`config.mk`:
```
export PLATFORM = sky130hd
export DESIGN_NAME = alu_regfile_seq
export DESIGN_NICKNAME = d
export VERILOG_FILES = /design/src/rtl/alu_pkg.sv /design/src/rtl/alu_core.sv /design/src/rtl/alu_regfile_seq.sv
export SDC_FILE = /design/constraint.sdc
export NUM_CORES = 1
export LEC_CHECK = 0
export ABC_AREA = 1
export ABC_CLOCK_PERIOD_IN_PS = 6250
export CELL_PAD_IN_SITES_DETAIL_PLACEMENT = 1
export CELL_PAD_IN_SITES_GLOBAL_PLACEMENT = 1
export CORE_MARGIN = 5
export CORE_UTILIZATION = 40
export CTS_BUF_LIST = sky130_fd_sc_hd__clkbuf_4 sky130_fd_sc_hd__clkbuf_8
export CTS_CLUSTER_DIAMETER = 150
export DETAILED_ROUTE_END_ITERATION = 6
export DONT_BUFFER_PORTS = 1
export GPL_ROUTABILITY_DRIVEN = 1
export PLACE_DENSITY = 0.75
export SLEW_MARGIN = 15
export SYNTH_ARGS = -nofsm -noshare
export SYNTH_HDL_FRONTEND = slang
export SYNTH_SLANG_ARGS = --single-unit
```
`constraint.sdc`:
```
create_clock -name clk -period 6.25 [get_ports clk]
set_input_delay 1.875 -clock clk [delete_from_list [all_inputs] [get_ports clk]]
set_output_delay 1.875 -clock clk [all_outputs]
set_load 0.03 [all_outputs]
```
`src/rtl/alu_pkg.sv`:
```
// Shared opcodes, FSM states and flag bundle
// for the register-file ALU.
package alu_pkg;

  localparam logic [3:0] OP_ADD  = 4'h0;
  localparam logic [3:0] OP_SUB  = 4'h1;
  localparam logic [3:0] OP_SHL  = 4'h2;
  localparam logic [3:0] OP_ASR  = 4'h3;
  localparam logic [3:0] OP_CMP  = 4'h4;
  localparam logic [3:0] OP_AND  = 4'h5;
  localparam logic [3:0] OP_OR   = 4'h6;
  localparam logic [3:0] OP_XOR  = 4'h7;
  localparam logic [3:0] OP_NAND = 4'h8;
  localparam logic [3:0] OP_NOR  = 4'h9;
  localparam logic [3:0] OP_XNOR = 4'hA;
  localparam logic [3:0] OP_NOT  = 4'hB;
  localparam logic [3:0] OP_NEG  = 4'hC;
  localparam logic [3:0] OP_MOVY = 4'hD;
  localparam logic [3:0] OP_SWAP = 4'hE;
  localparam logic [3:0] OP_LOAD = 4'hF;

  typedef enum logic {
    S_IDLE,
    S_SHIFT
  } state_t;

  typedef struct packed {
    logic z;
    logic n;
    logic c;
    logic v;
  } flags_t;

endpackage

```
`src/rtl/alu_core.sv`:
```
// Single-cycle combinational datapath: result
// and flags from opcode and operands A, B.
module alu_core
  import alu_pkg::*;
#(
  parameter int WIDTH = 8
) (
  input  logic [3:0]       op,
  input  logic [WIDTH-1:0] a,
  input  logic [WIDTH-1:0] b,
  output logic [WIDTH-1:0] y,
  output flags_t           fl
);

  localparam int M = WIDTH - 1;

  logic [WIDTH:0] sum;
  logic [WIDTH:0] dif;

  assign sum = {1'b0, a} + {1'b0, b};
  assign dif = {1'b0, a} - {1'b0, b};

  always_comb begin
    y  = a;
    fl = '0;
    unique case (op)
      OP_ADD: begin
        y    = sum[M:0];
        fl.c = sum[WIDTH];
        fl.v = (a[M] == b[M]) && (y[M] != a[M]);
      end
      OP_SUB: begin
        y    = dif[M:0];
        fl.c = dif[WIDTH];
        fl.v = (a[M] != b[M]) && (y[M] != a[M]);
      end
      OP_CMP: begin
        if ($signed(a) > $signed(b))
          y = WIDTH'(1);
        else if ($signed(a) < $signed(b))
          y = '1;
        else
          y = '0;
      end
      OP_AND:  y = a & b;
      OP_OR:   y = a | b;
      OP_XOR:  y = a ^ b;
      OP_NAND: y = ~(a & b);
      OP_NOR:  y = ~(a | b);
      OP_XNOR: y = ~(a ^ b);
      OP_NOT:  y = ~a;
      OP_NEG: begin
        y    = -a;
        fl.v = (a == {1'b1, {M{1'b0}}});
      end
      // zero-distance shifts and non-y ops pass A
      default: y = a;
    endcase
    fl.z = (y == '0);
    fl.n = y[M];
  end

endmodule

```
`src/rtl/alu_regfile_seq.sv`:
```
// Register-file ALU with valid/ready issue and
// iterative one-bit-per-cycle shifts.
module alu_regfile_seq
  import alu_pkg::*;
#(
  parameter  int WIDTH = 8,
  parameter  int NREGS = 4,
  localparam int AW    = $clog2(NREGS)
) (
  input  logic             clk,
  input  logic             reset,
  input  logic             op_valid,
  output logic             op_ready,
  input  logic [3:0]       opcode,
  input  logic [AW-1:0]    rd,
  input  logic [AW-1:0]    rs,
  input  logic [WIDTH-1:0] data_in,
  output logic [WIDTH-1:0] y,
  output logic             y_valid,
  output logic             flag_z,
  output logic             flag_n,
  output logic             flag_c,
  output logic             flag_v,
  output logic [WIDTH-1:0] led_a,
  output logic [WIDTH-1:0] led_b
);

  localparam int SW = $clog2(WIDTH);
  localparam int M  = WIDTH - 1;

  logic [WIDTH-1:0] rf [NREGS];
  logic [WIDTH-1:0] a, b, y_c;
  logic [WIDTH-1:0] work, shifted;
  logic [SW-1:0]    amt, cnt;
  flags_t           fl_c, fl_q;
  state_t           state_q, state_d;
  logic             left, bout;
  logic             acc, start, last, noy;

  assign a     = rf[rd];
  assign b     = rf[rs];
  assign led_a = a;
  assign led_b = b;
  assign amt   = b[SW-1:0];

  assign op_ready = (state_q == S_IDLE);
  assign acc      = op_valid && op_ready;
  assign start    = acc && (amt != '0) &&
                    (opcode == OP_SHL || opcode == OP_ASR);
  assign noy      = (opcode == OP_MOVY) ||
                    (opcode == OP_SWAP) ||
                    (opcode == OP_LOAD);
  assign last     = (state_q == S_SHIFT) && (cnt == SW'(1));

  assign shifted = left ? {work[M-1:0], 1'b0}
                        : {work[M], work[M:1]};
  assign bout    = left ? work[M] : work[0];

  assign flag_z = fl_q.z;
  assign flag_n = fl_q.n;
  assign flag_c = fl_q.c;
  assign flag_v = fl_q.v;

  alu_core #(.WIDTH(WIDTH)) u_core (
    .op (opcode),
    .a  (a),
    .b  (b),
    .y  (y_c),
    .fl (fl_c)
  );

  always_ff @(posedge clk or negedge reset) begin
    if (!reset) state_q <= S_IDLE;
    else        state_q <= state_d;
  end

  always_comb begin
    state_d = state_q;
    unique case (state_q)
      S_IDLE:  if (start) state_d = S_SHIFT;
      S_SHIFT: if (last)  state_d = S_IDLE;
      default: state_d = S_IDLE;
    endcase
  end

  always_ff @(posedge clk or negedge reset) begin
    if (!reset) begin
      for (int i = 0; i < NREGS; i++) rf[i] <= '0;
      y       <= '0;
      fl_q    <= '0;
      y_valid <= 1'b0;
      work    <= '0;
      cnt     <= '0;
      left    <= 1'b0;
    end else begin
      y_valid <= 1'b0;
      if (state_q == S_SHIFT) begin
        work <= shifted;
        cnt  <= cnt - SW'(1);
        if (last) begin
          y       <= shifted;
          fl_q    <= '{z: (shifted == '0), n: shifted[M],
                       c: bout, v: 1'b0};
          y_valid <= 1'b1;
        end
      end else if (acc) begin
        if (start) begin
          work <= a;
          cnt  <= amt;
          left <= (opcode == OP_SHL);
        end else if (!noy) begin
          y       <= y_c;
          fl_q    <= fl_c;
          y_valid <= 1'b1;
        end
        unique case (opcode)
          OP_MOVY: rf[rd] <= y;
          OP_LOAD: rf[rd] <= data_in;
          OP_SWAP: begin
            rf[rd] <= b;
            rf[rs] <= a;
          end
          default: ;
        endcase
      end
    end
  end

endmodule
```
==> results.json <==
{
  "fin_cells": 1258,
  "synth_nets": 1103,
  "synthCells": 1055,
  "ioPinCount": 49,
  "synthArstFlopShare_pct": 100,
  "yosysWarnings": 0,
  "cp.required_ps": 4380,
  "hp-class": "reg2reg",
  "root_buffer": "clkbuf_8",
  "routedWlPerCell_um": 21.6,
  "fmax_mhz": 190,
  "hold_start": "work[5]",
  "cts_buffers": 9,
  "comb_power_share_pct": 60.5,
  "initial_utilization_pct": 40.3,
  "cts_setup_buffers": 0,
  "internal-power_mw": 1.38,
  "num_rows": 46,
  "drc": 0,
  "nets": 1085,
  "maxCapViolations": 0,
  "r2r_slack_ps": 2840,
  "drtIter0Drc": 708,
  "status": "completed",
  "clock_skew_ps": 21.8,
  "fin_util_pct": 42.7,
  "crit_path_end_kind": "output port",
  "die_x_um": 136,
  "post_cts_resized": 0,
  "switching_power_mw": 1.81,
  "via_per_inst": 5.84,
  "clkLatencyLatePin_ps": 390,
  "clkTransAtPathRegs_ps": 70,
  "wl_mm": 27.2,
  "cts_tree": "built",
  "power.share.clock_pct": 14.3,
  "synthFlopType": "dfrtp_1",
  "critical_path.most_common_cell": "nand2_1",
  "grt_pass1_wl_mm": 42.4,
  "cp_slowest_stage_delay_ps": 600,
  "final_common_cell": "nand2_1",
  "rsz0062_at_grt": "false",
  "slew_viol_final": 0,
  "synth_area_mm2": 0.00633,
  "min_period_ps": 5270,
  "globalplace.congestion": 0.976,
  "grt_overflow_total": 0,
  "grt_max_degree": 58,
  "antenna_found_initial": 1,
  "seqPwrFrac_pct": 25.2,
  "cts_buffer_depth": 2,
  "hold_violations": 0,
  "slew_headroom_pct": 33.7,
  "totalPowerFinal_mw": 3.18,
  "syn_area_per_cell_um2": 6.00,
  "cts_max_level": 3,
  "die_y_um": 136,
  "reg2reg_depth": 19,
  "track_usage_pct": 30.1,
  "switching_share_pct": 56.7,
  "drive_above_1_share_pct": 9.31,
  "cpLargestDelayFamily": "simple AND/OR/NAND/NOR gates",
  "port_buffers": 0,
  "grt_pass1_vias": 7208,
  "rr_endpoint": "flag_z",
  "tightest_slew_ps": 994,
  "crit_arrival_ps": 3390,
  "setup_viol": 0,
  "vias": 7346,
  "dp_hpwl_mm": 20.6,
  "synth_seq_area_share_pct": 22.5,
  "core-area_mm2": 0.0157,
  "critPathKind": "in2out",
  "crit_chain": "inv_2 -> nand2_1 -> o22ai_1 -> a21oi_1 -> nand2_1 -> buf_4",
  "drtAntennaViolNets": 0,
  "synthDistinctLibCells": 42,
  "cp_max_fo": 22,
  "hold_end": "work[5]",
  "peakVddDrop_mv": 0.307,
  "synth_edf_count": 0,
  "final_cell_mix": "311 x nand2_1, 108 x nor2_1, 105 x inv_1",
  "design.die.area_mm2": 0.0184,
  "dr.pass1.iters": 5,
  "dp_cells": 1242,
  "holdPathStages": 2,
  "fin_setup_tns_ps": 0,
  "period_share_pct": 84.3,
  "numClockSinks": 57,
  "critPathBufInv": 2,
  "cts-hold-fix-buffers": 0,
  "areaGrowthSynthToFinish_pct": 5.91,
  "powerDensity_mw_per_mm2": 475,
  "leakage_nw": 3.26,
  "antennaDiodeCount": 0,
  "startpoint_type": "input pin",
  "ys_seq_elements": 57,
  "worst_path_max_delay_cell": "nand2_1"
}
layer usage:
metal / vias up / share of wire (%) / GRT usage (%)
met3: 62 / 8.5 / 6.00
met4: 2 / 3.2 / 11.4
met2: 318 / 44 / 46.1
li1: 3430 / - / -
met1: 3534 / 45 / 42.1
met5: - / 0.048 / 0
power groups by stage:
stage / clock, mW / sequential [mW] / combinational [mW]
2_1_floorplan: 0 / 0.730 / 1.42
4_1_cts: 0.464 / 0.797 / 1.90
3_3_place_gp: 0 / 0.799 / 1.85
5_1_grt: 0.483 / 0.823 / 2.13
3_5_place_dp: 0 / 0.803 / 1.88
6_report: 0.457 / 0.801 / 1.93
cell usage after synthesis, types with 3 or more instances:
cell | count | area share (%)
nor2_4 | 6 | 1.1
buf_2 | 12 | 0.95
nand4_1 | 5 | 0.49
o21ai_1 | 20 | 1.6
dfrtp_1 | 57 | 23
nand2_1 | 311 | 18
inv_2 | 23 | 1.4
a31oi_1 | 6 | 0.59
o2111ai_1 | 15 | 2.1
inv_1 | 105 | 6.2
clkbuf_1 | 15 | 0.89
nand3_2 | 4 | 0.63
o211ai_1 | 16 | 1.9
nand2_2 | 12 | 1.2
nor3_1 | 4 | 0.32
o22ai_1 | 14 | 1.4
o21ai_0 | 104 | 8.2
ha_1 | 27 | 5.3
nor2_1 | 109 | 6.5
o221ai_1 | 3 | 0.41
nand2_4 | 3 | 0.53
nor2_2 | 11 | 1.1
buf_6 | 6 | 1.1
a21oi_1 | 60 | 4.7
a21oi_2 | 3 | 0.41
a22oi_1 | 3 | 0.36
nand3_1 | 78 | 6.2
buf_4 | 5 | 0.59
how the worst max path moves through the flow:
stage / from / end / cells after the start
floorplan: rd[0] / led_a[1] / 6
finish: rs[1] / led_b[5] / 6
global placement: rs[1] / flag_z / 22
global route: rs[1] / flag_z / 22
detailed placement: rs[1] / flag_z / 22
CTS: rs[1] / led_b[5] / 6
cell families (layout without fill, tap and decap cells):
| group | Yosys count | count (layout) | share of synthesized area (%) |
|---|---|---|---|
| and+or+nand+nor | 549 | 549 | 37.5 |
| AOI/OAI and AO/OA | 248 | 248 | 22.3 |
| buffers and inverters | 169 | 156 | 11.3 |
| DFF | 57 | 57 | 22.5 |
| adders and majority gates | 29 | 29 | 5.97 |
| xor gates and xnor gates | 3 | 3 | 0.415 |
stage by stage:
| step | worst slack (ps) | instance area, um2 | hold WS, ps |
|---|---|---|---|
| finish | 981 | 6710 | 515 |
| global route | 840 | 6710 | 550 |
| CTS | 1020 | 6710 | 516 |
| detailed placement | 815 | 6460 | 495 |
| global placement | 896 | 6460 | 499 |
| floorplan | 1630 | 6330 | 464 |
final cells by class:
type | count | area [um2]
Clock buffer | 11 | 145
Clock inverter | 5 | 103
Timing Repair Buffer | 11 | 82.6
Inverter | 129 | 487
Sequential cell | 57 | 1430
Fill cell | 2204 | 9000
Multi-Input combinational cell | 829 | 4190
Tap cell | 216 | 270
worst reg2reg max path: stages, from the launching register on:
cell     delay (ps)
dfrtp_1         400
inv_1            80
o21ai_1         770
inv_2           220
ha_1            480
nor2_1          190
nand2_1         100
inv_1            70
nand3_1          80
nand2_1          90
nand2_1          60
nand3_2         160
nand2_1         100
nand2_1          70
nand2_1          50
nor2_1           80
nand2_1          70
nor2_1           80
nand3_1          70
a21oi_1         120
(Power assumes the default switching activity.)
